===== src/rtl/arb_pkg.sv =====
`default_nettype none
// ============================================================================
//  Module      : arb_pkg
//  Description : Shared definitions for the memory arbiter slice: arbiter
//                state encoding, beat-counter width and the default number
//                of words in one cache-line fill.
//  Revision    : 1.0 - initial release
// ============================================================================
package arb_pkg;

    // Default number of 16-bit words per cache line fill.
    localparam int LINE_WORDS_DEFAULT = 8;

    // Width of the fill beat counter (covers up to 8 words per line).
    localparam int BEAT_W = 3;

    typedef enum logic [1:0] {
        IDLE    = 2'd0,
        I_FILL  = 2'd1,
        D_FILL  = 2'd2,
        D_WRITE = 2'd3
    } arb_state_e;

endpackage : arb_pkg
`default_nettype wire


===== src/rtl/arb_beat_counter.sv =====
`default_nettype none
// ============================================================================
//  Module      : arb_beat_counter
//  Description : Counts returned data beats of a cache-line fill and flags
//                the final beat of the line.
//  Ports       : clk       - clock, rising edge
//                rst_n     - asynchronous active-low reset
//                enable_i  - one routed data beat this cycle
//                clear_i   - return count to zero (wins over enable_i)
//                count_o   - beats received so far in the current fill
//                last_o    - count_o addresses the final word of the line
//  Revision    : 1.0 - initial release
// ============================================================================
module arb_beat_counter
    import arb_pkg::*;
#(
    parameter int LINE_WORDS = LINE_WORDS_DEFAULT
) (
    input  logic              clk,
    input  logic              rst_n,
    input  logic              enable_i,
    input  logic              clear_i,
    output logic [BEAT_W-1:0] count_o,
    output logic              last_o
);

    localparam logic [BEAT_W-1:0] C_LAST_BEAT = BEAT_W'(LINE_WORDS - 1);

    logic [BEAT_W-1:0] count_q;
    logic [BEAT_W-1:0] count_d;

    always_comb begin
        count_d = count_q;
        if (clear_i) begin
            count_d = '0;
        end else if (enable_i) begin
            count_d = count_q + BEAT_W'(1);
        end
    end

    always_ff @(posedge clk or negedge rst_n) begin
        if (!rst_n) begin
            count_q <= '0;
        end else begin
            count_q <= count_d;
        end
    end

    assign count_o = count_q;
    assign last_o  = (count_q == C_LAST_BEAT);

endmodule : arb_beat_counter
`default_nettype wire


===== src/rtl/mem_arbiter.sv =====
`default_nettype none
// ============================================================================
//  Module      : mem_arbiter
//  Description : Arbitrates a single 16-bit memory port between the I-cache
//                line-fill engine and the D-cache line-fill / write-through
//                store path. A fill owns the port until its last beat returns
//                or the owner's busy drops; a store takes exactly one cycle.
//  Ports       : clk, rst_n                      - clock / async low reset
//                i_busy, i_read_req, i_addr      - I-cache fill request
//                d_busy, d_read_req, d_addr      - D-cache fill request
//                d_wr_req, d_wr_addr, d_wr_data  - D-cache store request
//                mem_data_out, mem_data_valid    - memory read return
//                mem_enable, mem_wr, mem_addr,
//                mem_data_in                     - memory command
//                i_data_valid, d_data_valid      - routed fill data valid
//                rd_data                         - read data to both caches
//                i_stall, d_stall                - request pending, no grant
//  Config      : ARB_ROUND_ROBIN_EN - when defined, simultaneous I and D fill
//                requests alternate between the caches; otherwise D has fixed
//                priority over I. A store always wins.
//  Revision    : 1.0 - initial release
// ============================================================================
module mem_arbiter
    import arb_pkg::*;
#(
    parameter int LINE_WORDS = LINE_WORDS_DEFAULT
) (
    input  logic        clk,
    input  logic        rst_n,
    input  logic        i_busy,
    input  logic        i_read_req,
    input  logic [15:0] i_addr,
    input  logic        d_busy,
    input  logic        d_read_req,
    input  logic [15:0] d_addr,
    input  logic        d_wr_req,
    input  logic [15:0] d_wr_addr,
    input  logic [15:0] d_wr_data,
    input  logic [15:0] mem_data_out,
    input  logic        mem_data_valid,
    output logic        mem_enable,
    output logic        mem_wr,
    output logic [15:0] mem_addr,
    output logic [15:0] mem_data_in,
    output logic        i_data_valid,
    output logic        d_data_valid,
    output logic [15:0] rd_data,
    output logic        i_stall,
    output logic        d_stall
);

    arb_state_e state_q;
    arb_state_e state_d;

    logic w_i_fill_req;
    logic w_d_fill_req;
    logic w_prefer_i;
    logic w_i_granted;
    logic w_d_granted;
    logic w_beat_en;
    logic w_beat_clr;
    logic w_beat_last;

    assign w_i_fill_req = i_busy & i_read_req;
    assign w_d_fill_req = d_busy & d_read_req;

`ifdef ARB_ROUND_ROBIN_EN
    // 1 = the most recent fill grant went to the D-cache.
    logic prio_q;
    logic prio_d;

    always_ff @(posedge clk or negedge rst_n) begin
        if (!rst_n) begin
            prio_q <= 1'b0;
        end else begin
            prio_q <= prio_d;
        end
    end

    assign w_prefer_i = prio_q;
`else
    assign w_prefer_i = 1'b0;
`endif

    always_ff @(posedge clk or negedge rst_n) begin
        if (!rst_n) begin
            state_q <= IDLE;
        end else begin
            state_q <= state_d;
        end
    end

    always_comb begin
        state_d      = state_q;
`ifdef ARB_ROUND_ROBIN_EN
        prio_d       = prio_q;
`endif
        mem_enable   = 1'b0;
        mem_wr       = 1'b0;
        mem_addr     = 16'h0000;
        mem_data_in  = 16'h0000;
        i_data_valid = 1'b0;
        d_data_valid = 1'b0;
        w_i_granted  = 1'b0;
        w_d_granted  = 1'b0;
        w_beat_en    = 1'b0;
        w_beat_clr   = 1'b0;

        // The grant path is combinational, so it must be held off while
        // reset is asserted to keep every command output at zero.
        if (rst_n) begin
            unique case (state_q)
                IDLE: begin
                    // Memory data arriving here belongs to nobody and is
                    // dropped. A fill grant issues its first read this cycle.
                    if (d_wr_req) begin
                        state_d     = D_WRITE;
                        w_d_granted = 1'b1;
                    end else if (w_d_fill_req && !(w_i_fill_req && w_prefer_i)) begin
                        state_d     = D_FILL;
                        w_d_granted = 1'b1;
                        mem_enable  = 1'b1;
                        mem_addr    = d_addr;
`ifdef ARB_ROUND_ROBIN_EN
                        prio_d      = 1'b1;
`endif
                    end else if (w_i_fill_req) begin
                        state_d     = I_FILL;
                        w_i_granted = 1'b1;
                        mem_enable  = 1'b1;
                        mem_addr    = i_addr;
`ifdef ARB_ROUND_ROBIN_EN
                        prio_d      = 1'b0;
`endif
                    end
                end

                I_FILL: begin
                    w_i_granted  = 1'b1;
                    mem_enable   = i_read_req;
                    mem_addr     = i_addr;
                    i_data_valid = mem_data_valid;
                    w_beat_en    = mem_data_valid;
                    if (!i_busy || (mem_data_valid && w_beat_last)) begin
                        state_d    = IDLE;
                        w_beat_clr = 1'b1;
                    end
                end

                D_FILL: begin
                    w_d_granted  = 1'b1;
                    mem_enable   = d_read_req;
                    mem_addr     = d_addr;
                    d_data_valid = mem_data_valid;
                    w_beat_en    = mem_data_valid;
                    if (!d_busy || (mem_data_valid && w_beat_last)) begin
                        state_d    = IDLE;
                        w_beat_clr = 1'b1;
                    end
                end

                D_WRITE: begin
                    w_d_granted = 1'b1;
                    mem_enable  = 1'b1;
                    mem_wr      = 1'b1;
                    mem_addr    = d_wr_addr;
                    mem_data_in = d_wr_data;
                    state_d     = IDLE;
                end

                default: begin
                    state_d = IDLE;
                end
            endcase
        end
    end

    arb_beat_counter #(
        .LINE_WORDS (LINE_WORDS)
    ) u_beat_counter (
        .clk      (clk),
        .rst_n    (rst_n),
        .enable_i (w_beat_en),
        .clear_i  (w_beat_clr),
        .count_o  (),
        .last_o   (w_beat_last)
    );

    assign rd_data = mem_data_out;
    assign i_stall = rst_n & i_read_req & ~w_i_granted;
    assign d_stall = rst_n & (d_read_req | d_wr_req) & ~w_d_granted;

endmodule : mem_arbiter
`default_nettype wire


===== config.mk =====
export PLATFORM = sky130hd
export DESIGN_NAME = mem_arbiter
export DESIGN_NICKNAME = d
export VERILOG_FILES = /design/src/rtl/arb_pkg.sv /design/src/rtl/arb_beat_counter.sv /design/src/rtl/mem_arbiter.sv
export SDC_FILE = /design/constraint.sdc
export NUM_CORES = 1
export LEC_CHECK = 0
export BUFFER_PORTS_ARGS = -buffer_cell sky130_fd_sc_hd__buf_2
export CORE_MARGIN = 10
export CORE_UTILIZATION = 33
export DETAILED_ROUTE_END_ITERATION = 6
export MAX_ROUTING_LAYER = met4
export PLACE_DENSITY = 0.88
export SETUP_SLACK_MARGIN = 0.02
export SKIP_CTS_REPAIR_TIMING = 1
export SLEW_MARGIN = 25
export SYNTH_ARGS = -nofsm -noshare
export SYNTH_HDL_FRONTEND = slang
export SYNTH_HIERARCHICAL = 1
export SYNTH_SLANG_ARGS = --single-unit

===== constraint.sdc =====
create_clock -name clk -period 1.6 [get_ports clk]
set_input_delay 0.16 -clock clk [delete_from_list [all_inputs] [get_ports clk]]
set_output_delay 0.16 -clock clk [all_outputs]
set_load 0.1 [all_outputs]

# [After elaboration in Yosys (flattened, before gate mapping)]
# Cells that the tools add are included.
[totals] in_bits=88 ram_bits=0 output_inout_bits=54 word_cells=69 latchBits=0 mem_count=0 rom_bits=0 register_bits=5
[op_classes] eq_ne=7 n_mux=40 add_sub_neg=1 n_shift=0 magnitude_cmp=0 bitwise_logic=9 n_mul=0 reduce_logical=10 n_div=0
[op_table] op="2-to-1 mux 16 bit" count=6
[op_table] op="case mux 16 bit (4 select lines)" count=1
[op_table] op="2-to-1 mux 1 bit" count=21
[op_table] op="2-to-1 mux 2 bit" count=5
[op_table] op="case mux 2 bit (4 select lines)" count=1
[op_table] op="bitwise AND 1 bit" count=6
[op_table] op="2-to-1 mux 3 bit" count=2
[op_table] op="case mux 1 bit (2 select lines)" count=3
[op_table] op="== test 2 bit, second input constant" count=2
[op_table] op="!= test 2 bit, second input constant" count=2
[op_table] op="!= test 4 bit, second input constant" count=1
[op_table] op="case mux 1 bit (4 select lines)" count=1
[op_table] op="AND reduction 4 bit" count=1
[op_table] op="OR reduction 2 bit" count=2
[op_table] op="adder 3 x 1 -> 3 bit, second input constant" count=1
[op_table] op="== test 3 bit, second input constant" count=1
[op_table] op="== test 2 x 1 -> 1 bit, second input constant" count=1
[op_table] op="logical NOT 1 bit" count=2
[op_table] op="logical NOT 2 bit" count=1
[op_table] op="logical OR 1 bit" count=2
[op_table] op="NOT 1 bit" count=2
[op_table] op="nonzero test 2 bit" count=1
[op_table] op="logical AND 1 bit" count=1
[op_table] op="bitwise OR 1 bit" count=1

# [Logic depth before layout (Yosys ltp)]
[depth] depth_word=8 mapped_depth=6 mapped_depth_nobuf=6

# [Cells and area by module]
# The synthesis kept the hierarchy.
[modules_own_cells] module="mem_arbiter" seq_area_each_um2=50.0 area_each_um2=1257.5 instances=1 cells_per_inst=170
[modules_own_cells] module="arb_beat_counter" seq_area_each_um2=75.1 area_each_um2=140.1 instances=1 cells_per_inst=11

# [Least setup slack after synthesis]
# Ideal clock, no wire load.
[synth_timing] path_type="register to output" startpoint="register state_q[0]" endpoint="output mem_addr[10]" required_time_ns=1.440 stages_incl_launch_ff=7 setup_slack_ns=-2.013 arrival_ns=3.453 n_path_buf=1 path_cell_list="dfrtp_1 inv_1 ha_1 clkbuf_1 a22o_1 a211oi_1 a311oi_1"
[synth_via] elab_chain_len=3 word_cells_on_any_way=6 cone_classes="3 x eq/ne; 2 x mux; 1 x reduce/logical"
[synth_rtl] item="start: declaration" line_no="mem_arbiter.sv:52" source="arb_state_e state_q;"
[synth_rtl] item="start signal: assignment" line_no="mem_arbiter.sv:89" source="state_q <= state_d;"
[synth_rtl] item="== test 2 bit, or another cell as far along" line_no="mem_arbiter.sv:112" source="unique case (state_q)"
[synth_rtl] item="case mux 16 bit (4 select lines) *" line_no="mem_arbiter.sv:112"
[synth_rtl] item="2-to-1 mux 16 bit *" line_no="mem_arbiter.sv:111" source="if (rst_n) begin"
[synth_rtl] item="end: declaration" line_no="mem_arbiter.sv:43" source="output logic [15:0] mem_addr,"
# Every way passes the cells marked *; elsewhere a longest branch is shown, timed or not.

# [Worst setup path after layout]
[layout_timing] startpoint="register state_q[1]" endpoint="output mem_addr[4]"
# The elaborated chain is that of the path after synthesis.

==> summary.md <==
| Metric | Value |
|---|---|
| Total negative slack | `-11.13 ns` |
| RD Place Congestion | `0.854` |
| Final worst-path cycle share | `130%` |
| Crit Path Max Fanout | `8` |
| Mux cell area share after synthesis | `2.15%` |
| Critical Path Sink Type | `output port` |
| Tmin final | `2.07 ns` |
| Total power | `7.24 mW` |
| Initial Util | `34.4%` |
| Share of layout cells above drive strength 1 | `72.6%` |
| Max-slew violation count | `0` |
| Total wire length | `8420 µm` |
| CTS Buf Count | `3` |
| Yosys warning count | `6` |
| Maximum clock path buffer count | `2` |
| Top Ports | `142` |
| Final hold vios | `0` |
| Vias in the first global route | `2112` |
| Htree depth | `1` |
| DR vias/cell | `6.07` |
| Run status | `finished with violations` |
| Synth Area in Simple Gates | `22.4%` |
| TritonCTS clock tree | `done` |
| # setup viols final | `43` |
| Worst Skew | `0.00812 ns` |
| Post-synthesis adder-cell area fraction | `6.27%` |
| Die area | `0.00724 mm²` |
| Worst-path clk slew | `0.04 ns` |
| Worst-Skew Late Latency | `0.23 ns` |
| Synth-to-Final Area Change | `136%` |
| Setup slack after layout | `-0.472 ns` |
| Row count | `23` |
| Leakage | `1.36 nW` |
| Largest net degree at the start of global routing | `30` |
| Worst Path Required | `1.44 ns` |
| Grt total ovfl | `0` |
| Reg2Reg Depth | `7` |
| Filler cells | `194` |
| Max VDD drop | `0.000992 V` |
| Setup slack, reg-to-reg | `-0.27 ns` |
| Critical path class | `flip-flop to output port` |
| Post-DP HPWL | `5920 µm` |
| Syn Area/Cell | `7.72 µm²` |
| Register area share after synthesis | `8.95%` |
| Root buf cell | `clkbuf_8` |
| Compound-Gate Fraction of Synth Area | `39.3%` |
| 1st-iter DRT viols | `152` |
| Total track usage | `18.6%` |
| FMAX | `483 MHz` |
| Core outline area | `0.00406 mm²` |
| Slew HR | `77.7%` |
| DR pass1 iterations | `4` |
| Post-Syn Nets | `276` |
| Most frequent cells in the layout | `buf_2 (71), buf_12 (45), buf_4 (21)` |
| Xor/xnor share of the synthesized area | `0.627%` |
| Pwr/cell area | `2190 mW/mm²` |
| Yosys cell types | `34` |
| Origin of the worst min-delay path | `mem_data_out[13]` |
| Syn Inst Count | `181` |
| Drt drc | `0` |
| Largest family of logic cells by synthesized area | `compound AO/OA/AOI/OAI gates` |
| First-pass GRT wire length | `11000 µm` |
| Routed wire length per instance | `24.3 µm` |
| Clock sink count | `5` |
| Worst setup SP type | `flip-flop` |
| Final net count | `392` |
| Max-cap violations | `0` |
| Chip height | `85.1 µm` |
| Netlist Area Pre-Place | `0.00140 mm²` |
| Leading cell type in the layout, fill and taps excluded | `buf_2` |
| Antenna Violating Nets Remaining | `0` |
| End of the critical path | `mem_addr[4]` |
| Initial antenna violation count | `0` |
| Reg-to-reg critical path startpoint | `state_q[0]` |
| Die W | `85.1 µm` |
| Flops & latches, synth | `5` |
| Unrepaired setup endpoints after global routing | `yes` |
| Vias | `2100` |
| N_diodes | `0` |
| WP data arrival | `1.91 ns` |
| Port Buf Inserts | `109` |
| Hold Path Class | `primary input to output port` |
| Critical path origin | `state_q[1]` |
| Crit Reg-Reg Endpoint | `state_q[1]` |
| Failing checks | `negative setup slack` |
| Worst-Margin Slew | `0.334 ns` |
-- area by class of cell --
type / instances / area [µm²] / share of cell area (%)
repair buffers: 148 / 1550 / 47.0
multi-input cells: 136 / 1500 / 45.5
flip-flops and latches: 5 / 126 / 3.83
well taps: 50 / 62.6 / 1.89
clock buffers: 4 / 45.0 / 1.36
inverters: 3 / 11.3 / 0.341
-- cell usage after synthesis --
library cell / count / area [µm²]
o211a_1: 1 / 10.0
nand3_1: 16 / 80.1
mux2i_1: 3 / 30.0
nor2_1: 3 / 11.3
buf_4: 19 / 143
nand4b_1: 1 / 8.76
dfrtp_1: 5 / 125
and3_1: 19 / 119
and3b_1: 1 / 8.76
a22o_1: 18 / 158
ha_1: 7 / 87.6
nand2_1: 17 / 63.8
nand2b_2: 1 / 8.76
xnor2_1: 1 / 8.76
buf_2: 7 / 35.0
a21oi_4: 1 / 16.3
a22oi_1: 1 / 7.51
dlygate4sd1_1: 1 / 8.76
clkbuf_1: 5 / 18.8
and2_1: 2 / 12.5
a211oi_1: 17 / 128
a221o_1: 1 / 10.0
buf_12: 1 / 20.0
o221a_1: 1 / 11.3
a32o_1: 1 / 10.0
clkbuf_8: 1 / 13.8
o311a_1: 1 / 10.0
o21ai_1: 1 / 5.00
inv_1: 3 / 11.3
buf_6: 3 / 33.8
a21o_1: 1 / 7.51
a21boi_0: 3 / 22.5
a311oi_1: 17 / 149
a21oi_1: 1 / 5.00
-- worst min-delay path by stage --
stage | endpoint | slack [ns] | cells after the start
floorplan | state_q[0] | -0.14 | 0
global placement | u_beat_counter/count_o[2] | 0.15 | 2
detailed placement | u_beat_counter/count_o[2] | 0.15 | 2
CTS | u_beat_counter/count_o[0] | -0.08 | 2
global route | rd_data[5] | 0.32 | 0
finish | rd_data[13] | 0.32 | 0
-- where the power goes --
part,switching (mW),internal [mW]
clock,0.0709,0.172
sequential,0.0633,0.191
combinational,3.93,2.82
total,4.06,3.18
-- per-layer routing --
| metal | routed length (µm) | up-vias | part of all wire [%] | track usage (%) |
|---|---|---|---|---|
| met5 | 0 | - | 0 | - |
| met4 | 435 | 0 | 5.2 | 8.38 |
| met2 | 4300 | 108 | 51 | 33.6 |
| met1 | 3160 | 1026 | 38 | 18.5 |
| met3 | 523 | 40 | 6.2 | 4.11 |
| li1 | - | 926 | - | - |
-- state kept, by name, summed over array words and instances, names as in the netlist --
register / count
u_beat_counter/count_o: 3
state_q: 2
-- logic make-up (layout without fill, tap and decap cells) --
logic type / Yosys count / after routing
AOI/OAI and AO/OA: 65 / 65
adders and majority gates: 7 / 7
muxes: 3 / 3
xor gates and xnor gates: 1 / 1
DFF: 5 / 5
buffers and inverters: 40 / 155
and+or+nand+nor: 60 / 60
-- per-stage QoR --
| step | hold slack (ns) | cell area [µm²] | worst slack (ns) | cells | util [%] |
|---|---|---|---|---|---|
| final | 0.320 | 3300 | -0.472 | 346 | 81.4 |
| after global placement | 0.146 | 2980 | -0.189 | 331 | 73.4 |
| after global routing | 0.320 | 3300 | -0.488 | 346 | 81.4 |
| after detailed placement | 0.150 | 2980 | -0.385 | 331 | 73.4 |
| after CTS | -0.0823 | 3020 | -0.620 | 335 | 74.5 |
| after floorplan | -0.136 | 1830 | -0.513 | 181 | - |
-- critical path, cell delays in order, from the launching register on --
cell	delay [ns]
dfrtp_2	0.45
ha_2	0.20
buf_4	0.18
a22o_1	0.24
a211oi_2	0.34
a311oi_4	0.08
buf_12	0.19
Power figures use the tool's default switching activity.
